<file path="config.mk">
export PLATFORM = sky130hd
export DESIGN_NAME = axisv_lcd_drv_flat
export DESIGN_NICKNAME = d
export VERILOG_FILES = /design/src/rtl/axisv_pkg.sv /design/src/rtl/axisv_lcd_drv_if.sv /design/src/rtl/axisv_raster_gen.sv /design/src/rtl/axisv_lcd_drv.sv /design/src/flat_wrapper.sv
export SDC_FILE = /design/constraint.sdc
export NUM_CORES = 1
export LEC_CHECK = 0
export ABC_CLOCK_PERIOD_IN_PS = 2000
export BUFFER_PORTS_ARGS = -buffer_cell sky130_fd_sc_hd__buf_2
export CAP_MARGIN = 20
export CORE_MARGIN = 5
export CORE_UTILIZATION = 49
export DETAILED_ROUTE_END_ITERATION = 8
export PLACE_DENSITY = 0.86
export SLEW_MARGIN = 20
export SYNTH_ARGS = -nofsm -noshare
export SYNTH_HDL_FRONTEND = slang
export SYNTH_HIERARCHICAL = 1
export SYNTH_SLANG_ARGS = --single-unit
</file>
<file path="constraint.sdc">
create_clock -name aclk_i -period 2 [get_ports aclk_i]
set_input_delay 0.2 -clock aclk_i [delete_from_list [all_inputs] [get_ports aclk_i]]
set_output_delay 0.2 -clock aclk_i [all_outputs]
set_load 0.05 [all_outputs]
</file>
<file path="src/rtl/axisv_pkg.sv">
`default_nettype none
// ============================================================================
// axisv_pkg : shared state encoding and sync-window helper for the LCD sink.
// Revision  : 1.0
// ============================================================================
package axisv_pkg;

  localparam logic [1:0] C_ST_WAIT_SOF = 2'd0;
  localparam logic [1:0] C_ST_ALIGNED  = 2'd1;
  localparam logic [1:0] C_ST_DRAIN    = 2'd2;

  typedef enum logic [1:0] {
    WAIT_SOF = C_ST_WAIT_SOF,
    ALIGNED  = C_ST_ALIGNED,
    DRAIN    = C_ST_DRAIN
  } lcd_state_e;

  // True when cnt lies in the half-open window [start, start+width).
  function automatic logic in_window(input int unsigned cnt,
                                     input int unsigned start,
                                     input int unsigned width);
    return (cnt >= start) && (cnt < start + width);
  endfunction

endpackage
`default_nettype wire

</file>
<file path="src/rtl/axisv_lcd_drv_if.sv">
`default_nettype none
// ============================================================================
// axisv_lcd_drv_if : AXI4-Stream video beat bus (pixel, EOL, EOF markers).
// Revision         : 1.0
// ============================================================================
interface axisv_lcd_drv_if #(
  parameter int DATA_WIDTH = 18
);
  logic [DATA_WIDTH-1:0] tdata;
  logic                  tvalid;
  logic                  tready;
  logic                  tlast;
  logic                  tuser;

  modport master (output tdata, output tvalid, output tlast, output tuser, input tready);
  modport slave  (input tdata, input tvalid, input tlast, input tuser, output tready);
endinterface
`default_nettype wire

</file>
<file path="src/rtl/axisv_raster_gen.sv">
`default_nettype none
// ============================================================================
// axisv_raster_gen : free-running h/v raster counters with active/sync decode.
// Revision         : 1.0
// ============================================================================
module axisv_raster_gen
  import axisv_pkg::*;
#(
  parameter int  H_PIXEL_COUNT = 8,
  parameter int  V_PIXEL_COUNT = 4,
  parameter int  H_FRONT_PORCH = 2,
  parameter int  H_SYNC_WIDTH  = 2,
  parameter int  H_BACK_PORCH  = 2,
  parameter int  V_FRONT_PORCH = 1,
  parameter int  V_SYNC_WIDTH  = 1,
  parameter int  V_BACK_PORCH  = 1,
  localparam int H_TOTAL = H_PIXEL_COUNT + H_FRONT_PORCH + H_SYNC_WIDTH + H_BACK_PORCH,
  localparam int V_TOTAL = V_PIXEL_COUNT + V_FRONT_PORCH + V_SYNC_WIDTH + V_BACK_PORCH,
  localparam int H_CNT_W = $clog2(H_TOTAL),
  localparam int V_CNT_W = $clog2(V_TOTAL)
) (
  input  logic               aclk_i,
  input  logic               rst_ni,
  output logic [H_CNT_W-1:0] h_cnt_o,
  output logic [V_CNT_W-1:0] v_cnt_o,
  output logic               active_o,
  output logic               hsync_raw_o,
  output logic               vsync_raw_o
);

  localparam logic [H_CNT_W-1:0] C_H_LAST = H_CNT_W'(H_TOTAL - 1);
  localparam logic [V_CNT_W-1:0] C_V_LAST = V_CNT_W'(V_TOTAL - 1);

  logic [H_CNT_W-1:0] r_h_cnt;
  logic [V_CNT_W-1:0] r_v_cnt;

  always_ff @(posedge aclk_i or negedge rst_ni) begin
    if (!rst_ni) begin
      r_h_cnt <= '0;
      r_v_cnt <= '0;
    end else if (r_h_cnt == C_H_LAST) begin
      r_h_cnt <= '0;
      r_v_cnt <= (r_v_cnt == C_V_LAST) ? '0 : r_v_cnt + 1'b1;
    end else begin
      r_h_cnt <= r_h_cnt + 1'b1;
    end
  end

  assign h_cnt_o     = r_h_cnt;
  assign v_cnt_o     = r_v_cnt;
  assign active_o    = (32'(r_h_cnt) < H_PIXEL_COUNT) && (32'(r_v_cnt) < V_PIXEL_COUNT);
  assign hsync_raw_o = in_window(32'(r_h_cnt), H_PIXEL_COUNT + H_FRONT_PORCH, H_SYNC_WIDTH);
  assign vsync_raw_o = in_window(32'(r_v_cnt), V_PIXEL_COUNT + V_FRONT_PORCH, V_SYNC_WIDTH);

endmodule
`default_nettype wire

</file>
<file path="src/rtl/axisv_lcd_drv.sv">
`default_nettype none
// ============================================================================
// axisv_lcd_drv : AXI4-Stream video sink driving a parallel RGB LCD panel,
//                 checking stream framing against the raster and re-locking.
// Revision      : 1.0
// ============================================================================
module axisv_lcd_drv
  import axisv_pkg::*;
#(
  parameter int  H_PIXEL_COUNT = 8,
  parameter int  V_PIXEL_COUNT = 4,
  parameter int  H_FRONT_PORCH = 2,
  parameter int  H_SYNC_WIDTH  = 2,
  parameter int  H_BACK_PORCH  = 2,
  parameter int  V_FRONT_PORCH = 1,
  parameter int  V_SYNC_WIDTH  = 1,
  parameter int  V_BACK_PORCH  = 1,
  parameter bit  HSYNC_POL     = 1'b0,
  parameter bit  VSYNC_POL     = 1'b0,
  parameter int  DATA_WIDTH    = 18,
  localparam int H_TOTAL = H_PIXEL_COUNT + H_FRONT_PORCH + H_SYNC_WIDTH + H_BACK_PORCH,
  localparam int V_TOTAL = V_PIXEL_COUNT + V_FRONT_PORCH + V_SYNC_WIDTH + V_BACK_PORCH,
  localparam int H_CNT_W = $clog2(H_TOTAL),
  localparam int V_CNT_W = $clog2(V_TOTAL)
) (
  input  logic                  aclk_i,
  input  logic                  rst_ni,
  axisv_lcd_drv_if.slave        s_axis,
  output logic [DATA_WIDTH-1:0] lcd_data_o,
  output logic                  lcd_de_o,
  output logic                  lcd_hsync_o,
  output logic                  lcd_vsync_o,
  output logic                  locked_o,
  output logic                  err_o,
  output logic [7:0]            err_cnt_o
);

  localparam logic [H_CNT_W-1:0] C_H_PIX_LAST = H_CNT_W'(H_PIXEL_COUNT - 1);
  localparam logic [V_CNT_W-1:0] C_V_PIX_LAST = V_CNT_W'(V_PIXEL_COUNT - 1);

  logic [H_CNT_W-1:0] w_h_cnt;
  logic [V_CNT_W-1:0] w_v_cnt;
  logic               w_active, w_hsync_raw, w_vsync_raw;

  axisv_raster_gen #(
    .H_PIXEL_COUNT (H_PIXEL_COUNT),
    .V_PIXEL_COUNT (V_PIXEL_COUNT),
    .H_FRONT_PORCH (H_FRONT_PORCH),
    .H_SYNC_WIDTH  (H_SYNC_WIDTH),
    .H_BACK_PORCH  (H_BACK_PORCH),
    .V_FRONT_PORCH (V_FRONT_PORCH),
    .V_SYNC_WIDTH  (V_SYNC_WIDTH),
    .V_BACK_PORCH  (V_BACK_PORCH)
  ) u_raster (
    .aclk_i      (aclk_i),
    .rst_ni      (rst_ni),
    .h_cnt_o     (w_h_cnt),
    .v_cnt_o     (w_v_cnt),
    .active_o    (w_active),
    .hsync_raw_o (w_hsync_raw),
    .vsync_raw_o (w_vsync_raw)
  );

  lcd_state_e            r_state, w_state_nxt;
  logic [DATA_WIDTH-1:0] r_data;
  logic                  r_de, r_hsync, r_vsync, r_err;
  logic [7:0]            r_err_cnt;
  logic                  w_tready, w_acc, w_exp_last, w_exp_user, w_err, w_show;

  assign w_exp_last = (w_h_cnt == C_H_PIX_LAST);
  assign w_exp_user = w_exp_last && (w_v_cnt == C_V_PIX_LAST);

  always_comb begin
    w_tready    = 1'b0;
    w_acc       = 1'b0;
    w_err       = 1'b0;
    w_show      = 1'b0;
    w_state_nxt = r_state;
    case (r_state)
      WAIT_SOF: w_tready = (w_h_cnt == '0) && (w_v_cnt == '0);
      ALIGNED:  w_tready = w_active;
      DRAIN:    w_tready = 1'b1;
      default:  w_tready = 1'b0;
    endcase
    w_acc = s_axis.tvalid && w_tready;
    case (r_state)
      WAIT_SOF: begin
        if (w_acc) begin
          w_show      = 1'b1;
          w_state_nxt = ALIGNED;
        end
      end
      ALIGNED: begin
        if (w_active) begin
          if (!s_axis.tvalid) begin
            w_err       = 1'b1;
            w_state_nxt = DRAIN;
          end else if ((s_axis.tlast != w_exp_last) || (s_axis.tuser != w_exp_user)) begin
            // A bad beat that still carries EOF has already closed the frame.
            w_err       = 1'b1;
            w_state_nxt = s_axis.tuser ? WAIT_SOF : DRAIN;
          end else begin
            w_show = 1'b1;
            if (w_exp_user) w_state_nxt = WAIT_SOF;
          end
        end
      end
      DRAIN: begin
        if (w_acc && s_axis.tuser) w_state_nxt = WAIT_SOF;
      end
      default: w_state_nxt = WAIT_SOF;
    endcase
  end

  always_ff @(posedge aclk_i or negedge rst_ni) begin
    if (!rst_ni) begin
      r_state   <= WAIT_SOF;
      r_data    <= '0;
      r_de      <= 1'b0;
      r_hsync   <= ~HSYNC_POL;
      r_vsync   <= ~VSYNC_POL;
      r_err     <= 1'b0;
      r_err_cnt <= 8'd0;
    end else begin
      r_state <= w_state_nxt;
      r_data  <= w_show ? s_axis.tdata : '0;
      r_de    <= w_active;
      r_hsync <= w_hsync_raw ? HSYNC_POL : ~HSYNC_POL;
      r_vsync <= w_vsync_raw ? VSYNC_POL : ~VSYNC_POL;
      r_err   <= w_err;
      if (w_err && (r_err_cnt != 8'hFF)) r_err_cnt <= r_err_cnt + 8'd1;
    end
  end

  // Held low through reset even though the counters then sit at (0,0).
  assign s_axis.tready = w_tready & rst_ni;
  assign lcd_data_o    = r_data;
  assign lcd_de_o      = r_de;
  assign lcd_hsync_o   = r_hsync;
  assign lcd_vsync_o   = r_vsync;
  assign locked_o      = (r_state == ALIGNED);
  assign err_o         = r_err;
  assign err_cnt_o     = r_err_cnt;

endmodule
`default_nettype wire

</file>
<file path="src/flat_wrapper.sv">
// flat-port wrapper written by rule: the top's interface ports become plain ports
module axisv_lcd_drv_flat import axisv_pkg::*;
#(
  parameter int  H_PIXEL_COUNT = 8,
  parameter int  V_PIXEL_COUNT = 4,
  parameter int  H_FRONT_PORCH = 2,
  parameter int  H_SYNC_WIDTH  = 2,
  parameter int  H_BACK_PORCH  = 2,
  parameter int  V_FRONT_PORCH = 1,
  parameter int  V_SYNC_WIDTH  = 1,
  parameter int  V_BACK_PORCH  = 1,
  parameter bit  HSYNC_POL     = 1'b0,
  parameter bit  VSYNC_POL     = 1'b0,
  parameter int  DATA_WIDTH    = 18,
  localparam int H_TOTAL = H_PIXEL_COUNT + H_FRONT_PORCH + H_SYNC_WIDTH + H_BACK_PORCH,
  localparam int V_TOTAL = V_PIXEL_COUNT + V_FRONT_PORCH + V_SYNC_WIDTH + V_BACK_PORCH,
  localparam int H_CNT_W = $clog2(H_TOTAL),
  localparam int V_CNT_W = $clog2(V_TOTAL)
)
  (aclk_i, rst_ni, lcd_data_o, lcd_de_o, lcd_hsync_o, lcd_vsync_o, locked_o, err_o, err_cnt_o, s_axis_tdata, s_axis_tvalid, s_axis_tlast, s_axis_tuser, s_axis_tready);
  axisv_lcd_drv_if #(.DATA_WIDTH(DATA_WIDTH)) s_axis_i ();
  input  logic aclk_i;
  input  logic rst_ni;
  output logic [DATA_WIDTH-1:0] lcd_data_o;
  output logic lcd_de_o;
  output logic lcd_hsync_o;
  output logic lcd_vsync_o;
  output logic locked_o;
  output logic err_o;
  output logic [7:0] err_cnt_o;
  input wire logic [$bits(s_axis_i.tdata)-1:0] s_axis_tdata;
  input wire logic [$bits(s_axis_i.tvalid)-1:0] s_axis_tvalid;
  input wire logic [$bits(s_axis_i.tlast)-1:0] s_axis_tlast;
  input wire logic [$bits(s_axis_i.tuser)-1:0] s_axis_tuser;
  output wire logic [$bits(s_axis_i.tready)-1:0] s_axis_tready;
  assign s_axis_i.tdata = s_axis_tdata;
  assign s_axis_i.tvalid = s_axis_tvalid;
  assign s_axis_i.tlast = s_axis_tlast;
  assign s_axis_i.tuser = s_axis_tuser;
  assign s_axis_tready = s_axis_i.tready;
  axisv_lcd_drv #(.H_PIXEL_COUNT(H_PIXEL_COUNT), .V_PIXEL_COUNT(V_PIXEL_COUNT), .H_FRONT_PORCH(H_FRONT_PORCH), .H_SYNC_WIDTH(H_SYNC_WIDTH), .H_BACK_PORCH(H_BACK_PORCH), .V_FRONT_PORCH(V_FRONT_PORCH), .V_SYNC_WIDTH(V_SYNC_WIDTH), .V_BACK_PORCH(V_BACK_PORCH), .HSYNC_POL(HSYNC_POL), .VSYNC_POL(VSYNC_POL), .DATA_WIDTH(DATA_WIDTH)) u_core (.aclk_i(aclk_i), .rst_ni(rst_ni), .s_axis(s_axis_i), .lcd_data_o(lcd_data_o), .lcd_de_o(lcd_de_o), .lcd_hsync_o(lcd_hsync_o), .lcd_vsync_o(lcd_vsync_o), .locked_o(locked_o), .err_o(err_o), .err_cnt_o(err_cnt_o));
endmodule
</file>
==> metrics.cfg, run 1 <==
[power_and_ir_drop]
p_leak_nw = 1.21
ir_drop_mv = 0.461
power_w = 0.00136
powerDensity_nw_per_um2 = 624

[final_layout]
instances_no_fill = 258
final_cell_mix = buf_2 (53), dfrtp_1 (36), and2_1 (20)
diodes = 0
nNetsFinal = 237
final_common_cell = buf_2
utilization = 0.655
final_layout_size_suffix_gt1_frac = 0.396
syn2layout_area_growth_pct = 29.4

[critical_path]
path_class = reg -> out
crit_chain = or4_4 -> nor4_4 -> nor2_1 -> o21ai_1 -> and2_4 -> buf_8
cp.arrival_ns = 1.97
path_buf_inv = 1
r2r_cells = 5
r2r-start = u_core/u_raster/h_cnt_o[3]$_DFF_PN0_
cp_top_family = simple AND/OR/NAND/NOR gates
cpPeakStageDelay_ns = 0.56
end_kind = output pin
rrSetupSlack_ns = 0.15
worstSetupStartpoint = u_core/u_raster/v_cnt_o[0]$_DFFE_PN0N_
timing.rr.end = u_core/err_cnt_o[7]$_DFFE_PN0P_
cp.required_ns = 1.80
cp-start-kind = flop
crit_fanout = 2
crit_slowest_cell = or4_4

[global_route]
grt_usage = 0.148
grt-ovfl-total = 0
grt_max_degree = 40
grt_busiest_layer = met2
grt_pass1_wl_um = 5180
antenna_found_initial = 0
use_met2 = 0.251
met3_usage = 0.0454
grt_pass1_vias = 1205
grtUsageMet1 = 0.175

[floorplan]
rows = 21
fp.dieW_um = 68.7
initial_core_util = 0.506
core_area_um2 = 3340
die_h_um = 68.7
num_io_pins = 55
fp.dieArea_um2 = 4720

[placement]
gp_congestion = 0.875
placedCellCount = 249
port_buffers = 54
hpwl_um = 2470

[logic_synthesis]
synth_edf_count = 0
avgSynthCellArea_um2 = 11.9
ys_top_cells_by_area = dfrtp_1 (55%), and2_1 (7.8%), dfstp_2 (3.1%), xor2_1 (3.1%), ha_1 (2.2%)
ys_seq_area_frac = 0.580
synthArstFlopShare = 1.00
synth_cells = 142
ys_seq_elements = 39
synth_top_cell_area_share = 0.549
synth_area_um2 = 1690
post-synth-top-area-cell = dfrtp_1
synth_nets = 168
ys.flop_type = dfrtp_1
yosys_warnings = 6
yosysUniqueCellTypes = 41

[min_path]
hold_end = u_core/lcd_data_o[17]$_DFF_PN0_
hold_class = in -> reg
whs_path_depth = 2
hp-start = s_axis_tdata[17]

[clock_tree]
numCtsBuffers = 5
cts-root-buf = clkbuf_4
cts_setup_buffers = 0
cts_tree = done
htreeDepth = 2
clk_latency_ns = 0.34
cts.reportedPaths.clkPinSlew_ns = 0.11
cts_sinks = 39
cts_max_path_buffers = 2

[sta]
finalHoldViolCount = 0
max_slew_margin = 0.683
timing.fmax_ghz = 0.461
min_period_over_period = 1.09
fin_setup_tns_ns = -0.170
setup_viol = 1
min_period_ns = 2.17
worstMarginPinSlew_ns = 0.475
drv_slew = 0
fin_ws_ns = -0.170
rsz0062_at_grt = true
fin_hold_ws_ns = 0.0574
skew_ns = 0.00512

[detailed_routing]
detail-route-antenna-nets = 0
route.detailed.drc = 0
first_pass_iters = 4
viasPerCell = 4.94
drt_iter0_markers = 76
wl_per_cell_um = 13.2
route.vias.total = 1274
drt-total-wl_um = 3420

[run_status]
violations = setup timing
status = finished with violations

[flow_run]
drv_cap = 0

[how the worst max path moves through the flow]
| stage | endpoint | slack (ns) | depth (start not counted) |
|---|---|---|---|
| finish | s_axis_tready | -0.17 | 6 |
| global route | s_axis_tready | -0.28 | 6 |
| CTS | s_axis_tready | -0.17 | 6 |
| detailed placement | u_core/lcd_data_o[15]$_DFF_PN0_ | 0.13 | 6 |
| global placement | s_axis_tready | 0.15 | 6 |
| floorplan | s_axis_tready | 0.07 | 5 |
[state kept, by name, summed over array words and instances (netlist names)]
signal and flops:
u_core/lcd_data_o 18, u_core/err_cnt_o 8, u_core/u_raster/h_cnt_o 4, u_core/u_raster/v_cnt_o 3, u_core/r_state 2, u_core/err_o 1, u_core/lcd_de_o 1, u_core/lcd_hsync_o 1
u_core/lcd_vsync_o 1
[layout make-up]
cell class              count  area [um2]
clock buffers               5        37.5
clock inverters             3        43.8
fillers                   249        1150
inverters                   6        22.5
multi-input cells          96         693
flip-flops and latches     39         980
well taps                  46        57.6
repair buffers             63         350
[routing by layer]
layer,vias up,routed length [um]
li1,627,-
met1,609,1430
met2,34,1720
met3,4,233
met4,0,28
met5,-,0
[repair_timing]
item                                    4_1_cts  5_1_grt
gates resized for setup                       5        3
endpoints found under the hold margin        37        0
gates cloned                                  0        0
endpoints found under the setup margin        1        1
hold buffers                                  1        0
[cell families (layout without fill, tap and decap cells)]
family                     after synthesis  in the layout  share of synthesized area
and+or+nand+nor                         64             64                      0.237
DFF                                     39             39                      0.580
AOI/OAI and AO/OA                       20             20                     0.0912
xor gates and xnor gates                 7              7                     0.0363
buffers and inverters                    7             77                     0.0200
adders and majority gates                3              3                     0.0222
muxes                                    2              2                     0.0133
[through the flow]
stage	instance area (um2)	setup WS, ns
after floorplan	1690	0.0672
after global placement	2070	0.148
after detailed placement	2070	0.131
after CTS	2170	-0.169
after global routing	2180	-0.280
final	2180	-0.170
[cells in the mapped netlist, drive strengths merged, types with 2 or more instances]
| cell | n |
|---|---|
| a21o | 2 |
| a21oi | 3 |
| nor2 | 6 |
| nor2b | 4 |
| dfrtp | 37 |
| o31ai | 2 |
| nand3 | 4 |
| o21ai | 6 |
| and3 | 5 |
| xor2 | 6 |
| inv | 6 |
| nand4 | 2 |
| o21bai | 2 |
| mux2 | 2 |
| and2 | 21 |
| nor4 | 3 |
| dfstp | 2 |
| ha | 3 |
| nor3b | 2 |
| nand2 | 7 |
[report_power, final]
part | internal, W | leakage [nW] | total [W] | switching (W)
sequential | 0.000790 | 0.505 | 0.000793 | 0.00000290
clock | 0.000263 | 0.0452 | 0.000510 | 0.000247
combinational | 0.0000226 | 0.656 | 0.0000605 | 0.0000379
total | 0.00108 | 1.21 | 0.00136 | 0.000288
No activity file was read; power rests on OpenSTA's default activity.
==> run 2: changes to the inputs <==
--- a/config.mk
+++ b/config.mk
@@ -8,6 +8,7 @@
 export ABC_CLOCK_PERIOD_IN_PS = 2000
 export BUFFER_PORTS_ARGS = -buffer_cell sky130_fd_sc_hd__buf_2
 export CAP_MARGIN = 20
+export CORE_ASPECT_RATIO = 1.4
 export CORE_MARGIN = 5
 export CORE_UTILIZATION = 49
 export DETAILED_ROUTE_END_ITERATION = 8
==> metrics.cfg, run 2 (same netlist as run 1, synthesis figures left out) <==
[sta]
setup_viol = 1
drv_slew = 0
timing.fmax_ghz = 0.485
finalHoldViolCount = 0
worstMarginPinSlew_ns = 0.477
skew_ns = 0.00389
min_period_over_period = 1.03
min_period_ns = 2.06
fin_ws_ns = -0.0617
rsz0062_at_grt = true
max_slew_margin = 0.682

[min_path]
hold_class = in -> async

[clock_tree]
cts_tree = done
htreeDepth = 2
hold_buffers = 0
cts.reportedPaths.clkPinSlew_ns = 0.07
cts_max_path_buffers = 2
cts_setup_buffers = 0
cts-root-buf = clkbuf_8
cts_resized = 5
clk_latency_ns = 0.28
numCtsBuffers = 5
cts_sinks = 39

[global_route]
grt_usage = 0.156
grt_pass1_wl_um = 5600
grt_max_degree = 40
grt-ovfl-total = 0
antenna_found_initial = 0
grt_pass1_vias = 1222

[critical_path]
cp.required_ns = 1.80
cp.arrival_ns = 1.86
cp_top_family = simple AND/OR/NAND/NOR gates
crit_fanout = 2
path_buf_inv = 1
path_class = reg -> out
crit_chain = or4_4 -> nor4_4 -> nor2_1 -> o21ai_1 -> and2_4 -> buf_8
crit_slowest_cell = or4_4
cpPeakStageDelay_ns = 0.55
cp-start-kind = flop
end_kind = output pin

[floorplan]
initial_core_util = 0.504
core_area_um2 = 3350
fp.dieW_um = 59.6
num_io_pins = 55
fp.dieArea_um2 = 4730
rows = 25
die_h_um = 79.4

[flow_run]
drv_cap = 0

[final_layout]
final_cell_mix = buf_2 (53), dfrtp_1 (36), and2_1 (20)
nNetsFinal = 237
final_layout_size_suffix_gt1_frac = 0.401
fillerInstances = 283
syn2layout_area_growth_pct = 30.2
largest_reg_flops = 18
diodes = 0
final_common_cell = buf_2

[detailed_routing]
drt_iter0_markers = 26
detail-route-antenna-nets = 0
viasPerCell = 5.00
drt-total-wl_um = 3510
first_pass_iters = 4
route.vias.total = 1261
route.detailed.drc = 0
wl_per_cell_um = 13.9

[power_and_ir_drop]
p_leak_nw = 1.21
clkPwrFrac = 0.404
swShare = 0.211
switchingPower_w = 0.000301
ir_drop_mv = 0.543
combPwrFrac = 0.040
p_int_w = 0.00113
seq_power_share = 0.556
power_w = 0.00143
powerDensity_nw_per_um2 = 649

[placement]
gp_congestion = 0.867
hpwl_um = 2580
port_buffers = 54
preCtsSetupSlack_ns = 0.117

[run_status]
violations = setup timing
status = finished with violations

==> run 2: cell types whose count changed in the layout (fill, tap and decap cells not counted) <==
cell,change
buf_4,+1
bufinv_16,-1
clkbuf_4,-5
clkbuf_8,+7
clkinv_2,-1
clkinv_4,-1
clkinvlp_4,+1
dlygate4sd3_1,-1
==> run 2: final cells by class <==
class	instances	area (um2)	area share
Sequential cell	39	980	0.446
Clock buffer	7	96.3	0.0438
Tap cell	40	50.0	0.0228
Inverter	6	22.5	0.0103
Multi-Input combinational cell	96	693	0.315
Clock inverter	1	7.51	0.00342
Timing Repair Buffer	63	348	0.158
==> run 2: path summary, 6_finish.rpt <==
path	startpoint	end	slack, ns	cells past startpoint
worst max-delay path	u_core/u_raster/v_cnt_o[0]$_DFFE_PN0N_	s_axis_tready	-0.06	6
worst min-delay path	rst_ni	u_core/lcd_data_o[1]$_DFF_PN0_	0.02	2
worst max register to register	u_core/u_raster/h_cnt_o[1]$_DFF_PN0_	u_core/lcd_data_o[8]$_DFF_PN0_	0.14	7
worst min register to register	u_core/err_cnt_o[7]$_DFFE_PN0P_	u_core/err_cnt_o[7]$_DFFE_PN0P_	0.51	1
max in group asynchronous	rst_ni	u_core/u_raster/h_cnt_o[3]$_DFF_PN0_	1.63	2
min in group aclk_i	s_axis_tdata[12]	u_core/lcd_data_o[12]$_DFF_PN0_	0.12	2
==> run 2: layer usage <==
| layer | part of all wire | track usage |
|---|---|---|
| met1 | 0.37 | 0.179 |
| met5 | 0 | 0 |
| met2 | 0.55 | 0.271 |
| met4 | 0.015 | 0.0599 |
| met3 | 0.065 | 0.0421 |
==> run 2: power by group through the flow <==
stage / clock network [W] / logic [W] / registers, W
after floorplan: 0 / 0.00000750 / 0.000816
after global placement: 0 / 0.0000576 / 0.000809
after detailed placement: 0 / 0.0000585 / 0.000809
after CTS: 0.000593 / 0.0000588 / 0.000793
after global routing: 0.000634 / 0.0000657 / 0.000794
final: 0.000576 / 0.0000573 / 0.000793
==> run 2: through the flow <==
stage,cells,cell area [um2],util,hold slack [ns],TNS (ns)
final,252,2200,0.656,0.0189,-0.0617
after global routing,252,2200,0.656,0.0643,-0.195
after CTS,252,2190,0.654,0.0177,-0.0562
after detailed placement,244,2070,0.618,0.329,0
after global placement,244,2070,0.618,0.329,0
after floorplan,142,1690,-,-0.0956,0
==> run 3: changes to the inputs <==
--- a/config.mk
+++ b/config.mk
@@ -6,13 +6,14 @@
 export NUM_CORES = 1
 export LEC_CHECK = 0
 export ABC_CLOCK_PERIOD_IN_PS = 2000
-export BUFFER_PORTS_ARGS = -buffer_cell sky130_fd_sc_hd__buf_2
 export CAP_MARGIN = 20
 export CORE_ASPECT_RATIO = 1.4
 export CORE_MARGIN = 5
-export CORE_UTILIZATION = 49
+export CORE_UTILIZATION = 56
+export CTS_BUF_LIST = sky130_fd_sc_hd__clkbuf_8
 export DETAILED_ROUTE_END_ITERATION = 8
-export PLACE_DENSITY = 0.86
+export DONT_BUFFER_PORTS = 1
+export PLACE_DENSITY = 0.79
 export SLEW_MARGIN = 20
 export SYNTH_ARGS = -nofsm -noshare
 export SYNTH_HDL_FRONTEND = slang
==> metrics.cfg, run 3 (same netlist as run 1, synthesis figures left out) <==
[critical_path]
cp.required_ns = 1.80
r2r_cells = 7
cp_top_family = simple AND/OR/NAND/NOR gates
end_kind = output pin
timing.rr.end = u_core/lcd_data_o[3]$_DFF_PN0_
r2r-start = u_core/u_raster/h_cnt_o[1]$_DFF_PN0_
cpPeakStageDelay_ns = 0.55
path_class = reg -> out
cp.arrival_ns = 1.93
rrSetupSlack_ns = 0.05
crit_slowest_cell = or4_4
cp-start-kind = flop
crit_chain = or4_4 -> nor4_4 -> nor2_1 -> o21ai_1 -> and2_4 -> buf_12
path_buf_inv = 1
crit_fanout = 2

[floorplan]
rows = 23
fp.dieW_um = 56.4
num_io_pins = 55
core_area_um2 = 2880
die_h_um = 75.0
fp.dieArea_um2 = 4230
initial_core_util = 0.587

[clock_tree]
numCtsBuffers = 5
cts_tree = done
cts_max_path_buffers = 2
cts-root-buf = clkbuf_8
htreeDepth = 2
cts.reportedPaths.clkPinSlew_ns = 0.08
cts_sinks = 39
clk_latency_ns = 0.29

[placement]
port_buffers = 0
gp_congestion = 0.895
hpwl_um = 2700
preCtsSetupSlack_ns = 0.0878

[sta]
skew_ns = 0.00596
finalHoldViolCount = 0
max_slew_margin = 0.674
rsz0062_at_grt = true
drv_slew = 0
setup_viol = 1
worstMarginPinSlew_ns = 0.490
min_period_over_period = 1.07
fin_ws_ns = -0.132
min_period_ns = 2.13
timing.fmax_ghz = 0.469
fin_hold_ws_ns = 0.0352

[min_path]
hp-start = s_axis_tdata[5]
hold_class = in -> reg
hold_end = u_core/lcd_data_o[5]$_DFF_PN0_
whs_path_depth = 1

[global_route]
grt-ovfl-total = 0
grt_pass1_wl_um = 5980
grt_pass1_vias = 1240
grt_max_degree = 41
antenna_found_initial = 0
grt_usage = 0.187

[detailed_routing]
detail-route-antenna-nets = 0
wl_met2_um = 2010
drt-met1-wl_um = 1350
first_pass_iters = 4
route.detailed.drc = 0
drt-total-wl_um = 3840
route.vias.total = 1215
viasPerCell = 5.84
drt_iter0_markers = 47
wl_met3_um = 363
highest_layer = met4
wl_per_cell_um = 18.5

[run_status]
status = finished with violations
violations = setup timing

[final_layout]
syn2layout_area_growth_pct = 23.4
utilization = 0.724
final_common_cell = dfrtp_1
final_layout_size_suffix_gt1_frac = 0.246
largest_reg_flops = 18
final_cell_mix = dfrtp_1 (36), and2_1 (20), buf_4 (16)
nNetsFinal = 196
diodes = 0

[power_and_ir_drop]
p_leak_nw = 1.05
powerDensity_nw_per_um2 = 722
ir_drop_mv = 0.882

[flow_run]
drv_cap = 0

==> run 3: final cells by class <==
| cell class | instances | area (um2) |
|---|---|---|
| flip-flops and latches | 39 | 980 |
| fillers | 190 | 795 |
| multi-input cells | 96 | 699 |
| repair buffers | 22 | 218 |
| clock buffers | 6 | 82.6 |
| well taps | 37 | 46.3 |
| clock inverters | 2 | 35.0 |
| inverters | 6 | 22.5 |
==> run 3: stage by stage <==
stage / cells / power [W] / cell area (um2) / TNS [ns]
finish: 208 / 0.00150 / 2080 / -0.132
floorplan: 142 / 0.000823 / 1690 / 0
global placement: 194 / 0.000828 / 1860 / 0
global route: 208 / 0.00156 / 2080 / -0.271
CTS: 205 / 0.00150 / 2020 / -0.128
detailed placement: 194 / 0.000828 / 1860 / 0
==> run 3: worst reg2reg max path: cells and delay by family, from the launching register on <==
| kind | cells | cell delay [ns] |
|---|---|---|
| AO/OA/AOI/OAI | 2 | 0.42 |
| buffers and inverters | 2 | 0.33 |
| flip-flops | 1 | 0.41 |
| AND/OR/NAND/NOR | 3 | 0.73 |
==> run 3: routing by layer <==
layer	vias up	GRT usage
li1	542	-
met4	0	0.0897
met3	13	0.0686
met2	59	0.316
met1	601	0.212
met5	-	0
==> run 3: timing repair <==
action	CTS	global route
resized for setup	5	1
buffers inserted	1	1
hold endpoints to repair	40	39
setup endpoints to repair	1	20
gates cloned	0	0
pin swaps	1	1
hold buffers	2	2
==> run 3: worst max path at each step <==
stage	startpoint	end	slack [ns]	cells after the start
2_1_floorplan	u_core/u_raster/v_cnt_o[0]$_DFFE_PN0N_	s_axis_tready	0.07	5
5_1_grt	u_core/u_raster/v_cnt_o[0]$_DFFE_PN0N_	s_axis_tready	-0.24	6
4_1_cts	u_core/u_raster/v_cnt_o[0]$_DFFE_PN0N_	s_axis_tready	-0.12	6
3_3_place_gp	u_core/u_raster/h_cnt_o[1]$_DFF_PN0_	s_axis_tready	0.11	6
3_5_place_dp	u_core/u_raster/h_cnt_o[1]$_DFF_PN0_	s_axis_tready	0.09	6
6_report	u_core/u_raster/v_cnt_o[0]$_DFFE_PN0N_	s_axis_tready	-0.13	6
==> run 3: report_power, final <==
group          internal (W)  leakage [nW]  switching (W)
clock network      0.000403        0.0612       0.000262
registers          0.000790         0.507     0.00000115
logic             0.0000161         0.481      0.0000306
